**src/rtl/gray_serial_decoder_pkg.sv**
```systemverilog
// Shared types and Gray/binary helpers for the serial Gray decoder and its bench.
// The helpers work on a fixed 32-bit container; zero-extension leaves any narrower word's conversion unchanged.
package gray_serial_decoder_pkg;

  typedef enum logic [1:0] {
    IDLE  = 2'd0,
    SHIFT = 2'd1,
    HOLD  = 2'd2
  } state_t;

  localparam int GRAY_MAX_W = 32;

  function automatic logic [GRAY_MAX_W-1:0] gray_to_bin(input logic [GRAY_MAX_W-1:0] g);
    logic [GRAY_MAX_W-1:0] b;
    b[GRAY_MAX_W-1] = g[GRAY_MAX_W-1];
    for (int i = GRAY_MAX_W - 2; i >= 0; i--) begin
      b[i] = b[i+1] ^ g[i];
    end
    return b;
  endfunction

  function automatic logic [GRAY_MAX_W-1:0] bin_to_gray(input logic [GRAY_MAX_W-1:0] b);
    return b ^ (b >> 1);
  endfunction

endpackage

```
**src/rtl/gray_serial_decoder_if.sv**
```systemverilog
// Serial Gray bit input plus the decoded word output of the serial Gray decoder.
interface gray_serial_decoder_if #(
  parameter int WIDTH = 4
);
  logic             s_valid;
  logic             s_ready;
  logic             s_bit;
  logic             s_first;
  logic [WIDTH-1:0] bin;
  logic [WIDTH-1:0] gray;
  logic             bin_valid;
  logic             bin_ready;
  logic             frame_err;

  modport master (
    output s_valid, s_bit, s_first, bin_ready,
    input  s_ready, bin, gray, bin_valid, frame_err
  );

  modport slave (
    input  s_valid, s_bit, s_first, bin_ready,
    output s_ready, bin, gray, bin_valid, frame_err
  );
endinterface

```
**src/rtl/gray_serial_decoder.sv**
```systemverilog
// Bit-serial Gray-to-binary decoder: MSB-first bits, running XOR decode, word on valid/ready.
// A new word may start in the same cycle the held word is handed off, so streaming has no bubbles.
module gray_serial_decoder
  import gray_serial_decoder_pkg::*;
#(
  parameter int WIDTH = 4
) (
  input  logic                  clk,
  input  logic                  rst,
  gray_serial_decoder_if.slave  bus
);

  localparam int CNT_W = $clog2(WIDTH + 1);

  state_t           r_state;
  logic [CNT_W-1:0] r_cnt;
  logic [WIDTH-1:0] r_acc_b;
  logic [WIDTH-1:0] r_acc_g;
  logic [WIDTH-1:0] r_bin;
  logic [WIDTH-1:0] r_gray;
  logic             r_bin_valid;
  logic             r_frame_err;

  logic             w_s_ready;
  logic             w_beat;
  logic             w_hs;
  logic             w_start;
  logic             w_shift_beat;
  logic             w_err;
  logic             w_new_b;
  logic [WIDTH-1:0] w_acc_b_nxt;
  logic [WIDTH-1:0] w_acc_g_nxt;
  logic [CNT_W-1:0] w_cnt_nxt;
  logic             w_done;

  // Beat decode: a first-flagged beat always (re)starts a word; elsewhere only SHIFT extends one
  assign w_s_ready    = (r_state != HOLD) || bus.bin_ready;
  assign w_beat       = bus.s_valid && w_s_ready;
  assign w_hs         = r_bin_valid && bus.bin_ready;
  assign w_start      = w_beat && bus.s_first;
  assign w_shift_beat = w_start || (w_beat && (r_state == SHIFT));
  assign w_err        = w_beat && (bus.s_first ? (r_state == SHIFT) : (r_state != SHIFT));

  // Running XOR: the previous binary bit sits in the accumulator LSB
  assign w_new_b     = w_start ? bus.s_bit : (r_acc_b[0] ^ bus.s_bit);
  assign w_acc_b_nxt = w_start ? WIDTH'(bus.s_bit) : ((r_acc_b << 1) | WIDTH'(w_new_b));
  assign w_acc_g_nxt = w_start ? WIDTH'(bus.s_bit) : ((r_acc_g << 1) | WIDTH'(bus.s_bit));
  assign w_cnt_nxt   = w_start ? CNT_W'(1) : (r_cnt + 1'b1);
  assign w_done      = w_shift_beat && (w_cnt_nxt == CNT_W'(WIDTH));

  always_ff @(posedge clk or posedge rst) begin
    if (rst) begin
      r_state     <= IDLE;
      r_cnt       <= '0;
      r_acc_b     <= '0;
      r_acc_g     <= '0;
      r_bin       <= '0;
      r_gray      <= '0;
      r_bin_valid <= 1'b0;
      r_frame_err <= 1'b0;
    end else begin
      r_frame_err <= w_err;
      if (w_hs) begin
        r_bin_valid <= 1'b0;
      end
      if (w_shift_beat) begin
        r_acc_b <= w_acc_b_nxt;
        r_acc_g <= w_acc_g_nxt;
        r_cnt   <= w_cnt_nxt;
      end
      if (w_done) begin
        r_bin       <= w_acc_b_nxt;
        r_gray      <= w_acc_g_nxt;
        r_bin_valid <= 1'b1;
        r_cnt       <= '0;
        r_state     <= HOLD;
      end else if (w_shift_beat) begin
        r_state <= SHIFT;
      end else if (w_hs || (r_state == HOLD && !r_bin_valid)) begin
        r_state <= IDLE;
      end
    end
  end

  assign bus.s_ready   = w_s_ready;
  assign bus.bin       = r_bin;
  assign bus.gray      = r_gray;
  assign bus.bin_valid = r_bin_valid;
  assign bus.frame_err = r_frame_err;

endmodule
```
**src/flat_wrapper.sv**
```systemverilog
// flat-port wrapper written by rule: the top's interface ports become plain ports
module gray_serial_decoder_flat import gray_serial_decoder_pkg::*;
#(
  parameter int WIDTH = 4
)
  (clk, rst, bus_s_valid, bus_s_bit, bus_s_first, bus_bin_ready, bus_s_ready, bus_bin, bus_gray, bus_bin_valid, bus_frame_err);
  gray_serial_decoder_if #(.WIDTH(WIDTH)) bus_i ();
  input  logic clk;
  input  logic rst;
  input wire logic [$bits(bus_i.s_valid)-1:0] bus_s_valid;
  input wire logic [$bits(bus_i.s_bit)-1:0] bus_s_bit;
  input wire logic [$bits(bus_i.s_first)-1:0] bus_s_first;
  input wire logic [$bits(bus_i.bin_ready)-1:0] bus_bin_ready;
  output wire logic [$bits(bus_i.s_ready)-1:0] bus_s_ready;
  output wire logic [$bits(bus_i.bin)-1:0] bus_bin;
  output wire logic [$bits(bus_i.gray)-1:0] bus_gray;
  output wire logic [$bits(bus_i.bin_valid)-1:0] bus_bin_valid;
  output wire logic [$bits(bus_i.frame_err)-1:0] bus_frame_err;
  assign bus_i.s_valid = bus_s_valid;
  assign bus_i.s_bit = bus_s_bit;
  assign bus_i.s_first = bus_s_first;
  assign bus_i.bin_ready = bus_bin_ready;
  assign bus_s_ready = bus_i.s_ready;
  assign bus_bin = bus_i.bin;
  assign bus_gray = bus_i.gray;
  assign bus_bin_valid = bus_i.bin_valid;
  assign bus_frame_err = bus_i.frame_err;
  gray_serial_decoder #(.WIDTH(WIDTH)) u_core (.clk(clk), .rst(rst), .bus(bus_i));
endmodule
```
**config.mk**
```make
export PLATFORM = sky130hd
export DESIGN_NAME = gray_serial_decoder_flat
export DESIGN_NICKNAME = d
export VERILOG_FILES = /design/src/rtl/gray_serial_decoder_pkg.sv /design/src/rtl/gray_serial_decoder_if.sv /design/src/rtl/gray_serial_decoder.sv /design/src/flat_wrapper.sv
export SDC_FILE = /design/constraint.sdc
export NUM_CORES = 1
export LEC_CHECK = 0
export ABC_AREA = 1
export BUFFER_PORTS_ARGS = -buffer_cell sky130_fd_sc_hd__buf_2
export CAP_MARGIN = 0
export CORE_ASPECT_RATIO = 1.4
export CORE_UTILIZATION = 53
export DETAILED_ROUTE_END_ITERATION = 10
export GPL_ROUTABILITY_DRIVEN = 0
export HOLD_SLACK_MARGIN = 0.05
export PLACE_DENSITY_LB_ADDON = 0.3
export SETUP_SLACK_MARGIN = 0.05
export SLEW_MARGIN = 40
export SYNTH_ARGS = -nofsm -noshare
export SYNTH_HDL_FRONTEND = slang
export SYNTH_SLANG_ARGS = --single-unit
```
**constraint.sdc**
```tcl
create_clock -name clk -period 1.8 [get_ports clk]
set_input_delay 0.36 -clock clk [delete_from_list [all_inputs] [get_ports clk]]
set_output_delay 0.36 -clock clk [all_outputs]
set_load 0.02 [all_outputs]
```
==> results of run 1 <==
synth_stat cells (all sizes together):
cell	n	area, um2
buf	2	16.3
dfrtp	21	526
ha	1	12.5
inv	15	56.3
mux2i	1	10.0
nand2	52	195
nand3	10	77.6
nand4	1	21.3
nor2	4	22.5
o2111ai	1	8.76
o21ai	6	30.0
xnor2	1	8.76
xor2	2	25.0
registers in the layout, indices dropped and copies added, names as in the netlist:
register,flops
u_core.r_acc_b,3
u_core.r_acc_g,3
u_core.bus.bin_valid,1
u_core.bus.gray,4
u_core.r_state,2
u_core.bus.bin,4
u_core.r_cnt,3
u_core.bus.frame_err,1
final cells by class:
| cell class | count | area, um2 |
|---|---|---|
| Clock buffer | 3 | 22.5 |
| Clock inverter | 1 | 5.00 |
| Fill cell | 169 | 638 |
| Inverter | 15 | 56.3 |
| Multi-Input combinational cell | 79 | 412 |
| Sequential cell | 21 | 526 |
| Tap cell | 20 | 25.0 |
| Timing Repair Buffer | 18 | 95.1 |
stage by stage:
stage	total power, mW	util (%)	hold WS, ns	instance area (um2)	setup slack, ns
floorplan	1.28	-	0.337	1010	0.401
global placement	1.43	62.6	0.396	1110	0.317
detailed placement	1.46	62.6	0.401	1110	0.259
CTS	1.69	64.1	0.0549	1140	0.233
global route	1.81	64.1	0.0837	1140	0.0823
finish	1.67	64.1	0.0552	1140	0.241
worst max-delay path by stage:
stage                         end  depth (start not counted)       startpoint
2_1_floorplan   u_core.bus.bin[0]                          6  u_core.r_cnt[0]
3_3_place_gp   u_core.bus.gray[1]                          6  u_core.r_cnt[0]
3_5_place_dp   u_core.bus.gray[2]                          6  u_core.r_cnt[0]
4_1_cts        u_core.bus.gray[1]                          6  u_core.r_cnt[0]
5_1_grt        u_core.bus.gray[1]                          6  u_core.r_cnt[0]
6_report       u_core.bus.gray[2]                          6  u_core.r_cnt[0]
where the power goes:
group / internal (mW) / switching (mW) / leakage, nW
clock: 0.0830 / 0.143 / 0.0177
sequential: 0.638 / 0.101 / 0.277
combinational: 0.247 / 0.457 / 0.392
routing by layer:
layer / vias to the layer above / GRT usage [%] / wire length, um
met3: 4 / 2.48 / 43
li1: 403 / - / -
met2: 15 / 36.4 / 913
met1: 378 / 23.6 / 744
met4: 0 / 8.62 / 25
met5: - / 0 / 0
kinds of logic (layout without fill, tap and decap cells):
group	Yosys count	after routing	synth area share (%)
compound gates	7	7	3.84
xor+xnor	3	3	3.35
fa+ha+maj	1	1	1.24
buf+inv	17	37	7.19
flops	21	21	52.0
mux	1	1	0.991
simple gates	67	67	31.4
worst register-to-register path, stage by stage (launching register included):
cell and delay [ns]:
sky130_fd_sc_hd__dfrtp_1 0.43, sky130_fd_sc_hd__ha_1 0.34, sky130_fd_sc_hd__nor2_1 0.25, sky130_fd_sc_hd__nand3_2 0.14
sky130_fd_sc_hd__nor2_4 0.19, sky130_fd_sc_hd__nand2_1 0.09, sky130_fd_sc_hd__nand2_1 0.07
==> metrics list, run 1 <==
- Outcome: finished clean
* Clk_lat worst skew: 0.31 ns
* Number of antenna violations at the first check in global routing: 0
- The number of pins exceeding their max-slew limit in the final report came to 0.
* Site Rows: 18
- Launching element type of the critical path: flip-flop
- Hold-fix buffers, CTS: 0
* Total Routed Length: 1.73 mm
- After the first detailed-routing iteration, the DRC count stood at 10.
- Among the stages of the critical path, the cell type that occurs most often is sky130_fd_sc_hd__nand2_1.
- The worst register-to-register path begins at u_core.r_cnt[0].
- Time the worst path needs with I/O delays and setup: 1.56 ns
- TritonCTS Buffers: 3
- Buffers placed on the I/O ports in this run total 16.
* Mapped cell area: 1010 um2
- The pre-antenna-repair detailed-routing pass consisted of 4 iterations.
- 0 antenna diodes ended up in the layout.
- Worst clock skew: 0.00340 ns
* Area Overhead vs Synth: 13.0%
* Number of sinks driven by the clock tree: 21
* Instance count of the mapped netlist: 117
* Sequential-to-total area share from yosys stat: 52.0%
- Half-perimeter wire length after placement: 1.32 mm
- Kind of cell adding the most delay to the critical path: simple AND/OR/NAND/NOR gates
- Average routed wire per standard cell: 11.0 um
- Fraction of final layout cells sized beyond drive strength 1: 24.1%
- For this design the static power due to leakage is 0.686 nW.
* Clock Pin Slew Worst Setup and Hold Paths: 0.11 ns
- Category of the worst setup path capture point: flip-flop
- Buffer cell driving the clock tree root: sky130_fd_sc_hd__clkbuf_4
- Post-Synthesis Mean Instance Area: 8.63 um2
- Entering global routing, the biggest net connects 22 pins.
- Die Wd: 38.9 um
- Die area: 2090 um2
- Setup violations remaining at the end of the flow were counted as 0.
- During synthesis, Yosys emitted a total of 0 warnings.
- The first global-routing pass estimated 2.92 mm of wire.
- Measured along the y axis, the die boundary spans 53.6 um.
* Maximum count of clock buffers along a single path: 2
- Power Dens Cells: 1460 nW/um2
- In the finished design, the share of the clock period the worst path needs comes to 86.6%.
* Post-CTS Resized: 0
* Post-CTS setup buffer count: 0
* Path class of the lowest-slack min-delay path: in -> async
- Across the run, the number of max-cap violations was 0.
- List of cells traversed by the critical path: ha_1 > nor2_1 > nand3_2 > nor2_4 > nand2_1 > nand2_1
* Internal reg-to-reg setup slack: 0.24 ns
- Total DRC errors in the routed layout: 0
- Total negative slack: 0 ns
* Number of hold violations in the final report: 0
- Number of H-tree levels: 1
* Grt total ovfl: 0
- Measured slew at the worst slew-check pin: 0.268 ns
* Post-route ant nets: 0
- During I/O placement, the number of pins put on the boundary was 17.
- Starting density of the core: 56.8%
- Core Box Area: 1780 um2
* Drt via density: 5.10
* Top achievable clock speed: 642 MHz
- Along the worst path, the maximum fanout reaches 8.
- TritonCTS built the clock tree.
* Worst r2r dst: u_core.bus.gray[2]
* CP max stage delay: 0.43 ns
* Headroom to the max-slew limit: 82.1%
- Net count of the finished layout: 145
- Leading cell type in the layout, fill and taps excluded: sky130_fd_sc_hd__nand2_1
- The critical path is of the reg -> reg type.
- Number of global-route vias before repair: 729
* Worst vdd rail ir drop: 0.769 mV
- Placed Instances: 153
- The synthesized netlist contains 20 unique library cells.
* Total global routing track utilization: 20.3%
- Post-Syn Nets: 124
- The number of buffers and inverters on the critical path is 0.
- Setup repair after global routing left no endpoint under its margin.
- The number of cells on the worst reg-to-reg path is 6.
- Number of flip-flops and latches in the synthesized netlist: 21
- Highest-count cells in the layout ignoring fill and taps: 52 x sky130_fd_sc_hd__nand2_1, 21 x sky130_fd_sc_hd__dfrtp_1, 16 x sky130_fd_sc_hd__buf_2, 11 x sky130_fd_sc_hd__inv_1, 6 x sky130_fd_sc_hd__nand3_1
- Cell with the largest stage delay on the worst path: sky130_fd_sc_hd__dfrtp_1
- The routed layout has 800 vias.
- Signal arrival time at the worst endpoint: 1.81 ns
* Data required time at the worst endpoint: 2.05 ns
- Once layout is complete, the cells apart from fillers number 157.
No activity file was read; power rests on OpenSTA's default activity.
==> inputs of run 2 (changes only) <==
CORE_ASPECT_RATIO = unset   (was 1.4)
==> metrics list, run 2 (synthesis results as in run 1) <==
- Hold-fix buffers, CTS: 0
- Wire length of the first global-routing pass: 2.85 mm
* Highest-count cells in the layout ignoring fill and taps: 52 x sky130_fd_sc_hd__nand2_1, 21 x sky130_fd_sc_hd__dfrtp_1, 16 x sky130_fd_sc_hd__buf_2, 11 x sky130_fd_sc_hd__inv_1, 6 x sky130_fd_sc_hd__nand3_1
- Number of H-tree levels: 1
* Number of global-route vias before repair: 687
* CTS tree: built
- Class of the most critical setup path: reg -> reg
- Dividing the detail-routed wire length by the instance count gives 11.1 um.
* Maximum count of clock buffers along a single path: 2
- Critical Path Source: u_core.r_cnt[0]
- Path class of the lowest-slack min-delay path: in -> async
* Number of maximum-capacitance violations: 0
- After legalization and detailed placement, the total HPWL measured 1.36 mm.
- Post-CTS timing repair inserted 0 buffers for setup.
* Worst vdd rail ir drop: 0.822 mV
- Static timing analysis puts the maximum clock frequency at 643 MHz.
- Die Wd: 45.6 um
* CP max stage delay: 0.42 ns
* Clk_lat worst skew: 0.29 ns
- Measured against its own limit, the worst slew margin works out to 81.9%.
* Port Buffers: 16
* Power Dens Cells: 1450 nW/um2
- Worst Setup Slack post-DPL: 0.256 ns
- The worst path meets setup with 0.246 ns of slack.
* Launching element type of the critical path: flip-flop
- First-pass iteration count of the detailed router: 4
- Measured slew at the worst slew-check pin: 0.271 ns
- After the first detailed-routing iteration, the DRC count stood at 18.
- DP Area: 1120 um2
- By instance count, the cell type seen most on the critical path is sky130_fd_sc_hd__nand2_1.
* Net count of the finished layout: 145
* Area taken by flip-flops and latches: 526 um2
- Fraction of final layout cells sized beyond drive strength 1: 23.4%
- Overall power consumption after layout is estimated at 1.67 mW.
- The final hold violation count is 0.
- In the final timing run, aggregate negative setup slack is 0 ns.
- Summing all multi-input logic gate instances after layout gives 412 um2.
- With fillers left out, the area of the finished cells amounts to 1150 um2.
- Across every metal layer, demand over resource in global routing totals 19.2%.
* Outcome: finished clean
* Leak: 0.683 nW
- Between clock sinks in the finished design, the worst skew comes to 0.00175 ns.
- For this design, the sink count on the clock tree is 21.
* Leading cell type in the layout, fill and taps excluded: sky130_fd_sc_hd__nand2_1
- Gates resized during post-CTS repair numbered 0.
- P_sw: 0.695 mW
- The die is 45.6 um tall.
- Cell with the largest stage delay on the worst path: sky130_fd_sc_hd__dfrtp_1
- # IOs: 17
- Diode count: 0
* Time the worst path needs with I/O delays and setup: 1.55 ns
- Compared with the post-synthesis result, the final layout area differs by 13.5%.
- Drt via density: 4.87
* Core Box Area: 1760 um2
- Of all nets on the critical path, the largest fanout is 8.
- Signal arrival time at the worst endpoint: 1.79 ns
* Die area: 2080 um2
* Worst reg2reg startpoint: u_core.r_cnt[0]
* Kind of cell adding the most delay to the critical path: simple AND/OR/NAND/NOR gates
- Per report_power, the combinational group accounts for 42.6% of the total.
- The final route contains 789 vias.
- Setup repair after global routing missed its margin: false
- The tree is rooted in a sky130_fd_sc_hd__clkbuf_4.
- Starting density of the core: 57.2%
* Post-route ant nets: 0
- Site Rows: 15
- Category of the worst setup path capture point: flip-flop
- Switching part of the total power: 41.7%
- Clock Pin Slew Worst Setup and Hold Paths: 0.11 ns
- Final count of pins violating max slew: 0
* Final Cycle Share: 86.3%
* Data required time at the worst endpoint: 2.04 ns
- After detailed routing, the number of remaining DRC violations is 0.
- TritonCTS created 3 clock buffers.
- Fillcell total: 169
- Summed over all layers, the routed wires come to 1.80 mm.
- Sequential cells burn 44.4% of the power.
- Global routing finished with a remaining overflow of 0.
- The signal on the critical path passes through ha_1 > nor2_1 > nand3_2 > nor2_4 > nand2_1 > nand2_1.
- Of the total power, the clock network draws 13.0%.
* Utilization after layout: 65.0%
* Internal power: 0.972 mW
* Finish-stage setup viols: 0
- Entering global routing, the biggest net connects 22 pins.
* Number of antenna violations at the first check in global routing: 0
- The number of buffers and inverters on the critical path is 0.
==> run 2: cell types whose count changed in the layout (fill, tap and decap cells not counted) <==
cell,before,now
sky130_fd_sc_hd__clkbuf_1,0,1
sky130_fd_sc_hd__clkinv_2,1,0
==> run 2: per-stage QoR <==
| stage | hold slack [ns] | instances |
|---|---|---|
| 2_1_floorplan | 0.337 | 117 |
| 3_3_place_gp | 0.396 | 158 |
| 3_5_place_dp | 0.398 | 158 |
| 4_1_cts | 0.0711 | 162 |
| 5_1_grt | 0.0854 | 162 |
| 6_report | 0.0748 | 162 |
==> run 2: layout make-up <==
| class | instances | share of cell area [%] |
|---|---|---|
| sequential | 21 | 45.9 |
| multi-input combinational | 79 | 35.9 |
| timing repair buffer | 18 | 8.30 |
| inverter | 15 | 4.91 |
| tap | 25 | 2.73 |
| clock buffer | 4 | 2.29 |
==> run 2: power groups by stage <==
stage	clock (mW)	sequential [mW]	combinational, mW
after floorplan	0	0.826	0.454
after global placement	0	0.739	0.687
after detailed placement	0	0.749	0.717
after CTS	0.227	0.739	0.720
after global routing	0.250	0.757	0.791
final	0.217	0.740	0.711
==> run 2: worst reg2reg max path, cell delays in order, from the launching register on <==
cell	delay, ns
sky130_fd_sc_hd__dfrtp_1	0.42
sky130_fd_sc_hd__ha_1	0.34
sky130_fd_sc_hd__nor2_1	0.26
sky130_fd_sc_hd__nand3_2	0.15
sky130_fd_sc_hd__nor2_4	0.20
sky130_fd_sc_hd__nand2_1	0.08
sky130_fd_sc_hd__nand2_1	0.06
==> run 2: per-layer routing <==
layer / wire length (um) / GRT usage (%)
met3: 53 / 3.57
met1: 817 / 24.7
met4: 25 / 7.27
met5: 0 / 0
met2: 902 / 31.7
==> run 2: final timing paths <==
kind | end | depth (start not counted) | slack [ns]
worst max-delay path | u_core.bus.bin[0] | 6 | 0.25
max in group asynchronous | u_core.r_cnt[0] | 3 | 1.52
worst max register to register | u_core.bus.bin[0] | 6 | 0.25
worst min-delay path | u_core.bus.bin[2] | 3 | 0.07
worst min register to register | u_core.bus.bin[2] | 2 | 0.48
min in group clk | u_core.bus.bin_valid | 2 | 0.24
==> inputs of run 3 (changes only) <==
SETUP_SLACK_MARGIN = 0.3   (was 0.05)
==> metrics list, run 3 (synthesis results as in run 1) <==
* Clock Pin Slew Worst Setup and Hold Paths: 0.11 ns
- Final Cycle Share: 80.6%
* # IOs: 17
- Outcome: finished clean
* Site Rows: 15
* Class of the most critical setup path: reg -> out
- Headroom to the max-slew limit came out at 82.3%.
- Leading cell type in the layout, fill and taps excluded: sky130_fd_sc_hd__nand2_1
- Leak: 0.694 nW
- Total global routing track utilization: 19.3%
- Total Routed Length: 1.91 mm
- Top achievable clock speed: 689 MHz
- First-pass iteration count of the detailed router: 4
- Maximum count of clock buffers along a single path: 2
- The completed layout was analyzed and its total power is 1.80 mW.
- Worst Path Max Fanout: 4
* Time the worst path needs with I/O delays and setup: 1.45 ns
- CTS placed an instance of sky130_fd_sc_hd__clkbuf_4 at the clock tree root.
- The initial antenna violation count came to 0.
- Signal arrival time at the worst endpoint: 1.09 ns
- CTS tree: built
* Path class of the lowest-slack min-delay path: in -> async
* Average routed wire per standard cell: 11.7 um
- Worst Hold Margin: 0.0764 ns
* Net count of the finished layout: 146
- Global routing finished with a remaining overflow of 0.
- The tree built by TritonCTS fans out to 21 sinks.
- Diode count: 0
- For this run, design rule violations remaining after detail routing come to 0.
* Power Dens Cells: 1510 nW/um2
- Utilization after layout: 67.5%
- Measured along the x axis, the die boundary spans 45.6 um.
- Wire length of the first global-routing pass: 2.88 mm
- Between clock sinks in the finished design, the worst skew comes to 0.00216 ns.
- Placed Instances: 158
- For the worst setup path, the data required time is 1.44 ns.
- Fillcell total: 161
* Fraction of final layout cells sized beyond drive strength 1: 25.4%
- The routed layout has 779 vias.
- Relative to the synthesized area, the layout overhead comes to 18.0%.
* Setup repair after global routing missed its margin: false
* Drt via density: 4.78
- STA classifies the critical path endpoint as an output pin.
* Hold-fix buffers, CTS: 0
- Die Height: 45.6 um
* TritonCTS Buffers: 3
- Total negative slack: 0 ns
- Area taken by flip-flops and latches: 526 um2
* Highest-count cells in the layout ignoring fill and taps: 52 x sky130_fd_sc_hd__nand2_1, 21 x sky130_fd_sc_hd__dfrtp_1, 15 x sky130_fd_sc_hd__buf_2, 11 x sky130_fd_sc_hd__inv_1, 6 x sky130_fd_sc_hd__nand3_1
* Finish-stage setup viols: 0
- After legalization and detailed placement, the total HPWL measured 1.36 mm.
- Initial DRC Count: 15
- The count of buffers added on input and output ports is 16.
- Clk_lat worst skew: 0.29 ns
- Die area: 2080 um2
* Area occupied by multi-input gates: 443 um2
- The total area inside the core boundary comes to 1760 um2.
- Path depth of the worst reg2reg path: 6
- The worst setup path is launched from a flip-flop.
* Number of maximum-capacitance violations: 0
* Post-route ant nets: 0
- Count of non-filler cells in the finished layout: 163
- Measured slew at the worst slew-check pin: 0.266 ns
- The number of pins exceeding their max-slew limit in the final report was 0.
* Number of H-tree levels: 1
- Starting density of the core: 57.2%
- The number of global-route vias before repair was 696.
- Maximum number of pins on one net before global-route repair: 22
- The worst-case IR drop observed on VDD is 0.837 mV.
* Number of hold violations in the final report: 0
run 3: cell types whose count changed in the layout (fill, tap and decap cells not counted), sizes merged:
| cell | delta |
|---|---|
| buf | +1 |
run 3: metrics by stage:
step                cell area (um2)  setup WS, ns
floorplan                      1010         0.401
global placement               1120         0.308
detailed placement             1120         0.256
CTS                            1150         0.306
global route                   1190         0.306
finish                         1190         0.348
run 3: power breakdown:
| part | internal [mW] | switching, mW |
|---|---|---|
| sequential | 0.638 | 0.120 |
| combinational | 0.324 | 0.504 |
| clock | 0.0860 | 0.131 |
run 3: area by class of cell:
type                            count  share of cell area (%)
Timing Repair Buffer               19                    9.14
Clock buffer                        4                    2.21
Tap cell                           25                    2.63
Multi-Input combinational cell     79                    37.2
Inverter                           15                    4.73
Sequential cell                    21                    44.1
run 3: worst paths after layout:
path,startpoint,end,slack [ns]
worst min register to register,u_core.bus.gray[2],u_core.bus.gray[2],0.48
worst max register to register,u_core.r_cnt[0],u_core.bus.bin[0],0.41
worst min-delay path,rst,u_core.bus.bin[2],0.08
min in group clk,bus_bin_ready,u_core.bus.bin_valid,0.24
worst max-delay path,u_core.r_state[0],bus_s_ready,0.35
max in group asynchronous,rst,u_core.r_cnt[2],1.51
run 3: worst max-delay path: stages, from the launching register on:
cell and delay (ns):
sky130_fd_sc_hd__dfrtp_1 0.44, sky130_fd_sc_hd__inv_2 0.08, sky130_fd_sc_hd__nand3_2 0.12, sky130_fd_sc_hd__buf_6 0.17
run 3: timing repair:
item,4_1_cts,5_1_grt
setup buffers,0,1
resized for setup,2,4
setup endpoints to repair,8,9
pin swaps,1,1
run 3: metal layers:
layer	share of wire, %	routed length [um]	track usage [%]
met5	0	0	0
met4	0.63	12	7.27
met3	2.0	39	3.57
met2	52	995	32.6
met1	45	866	24.4
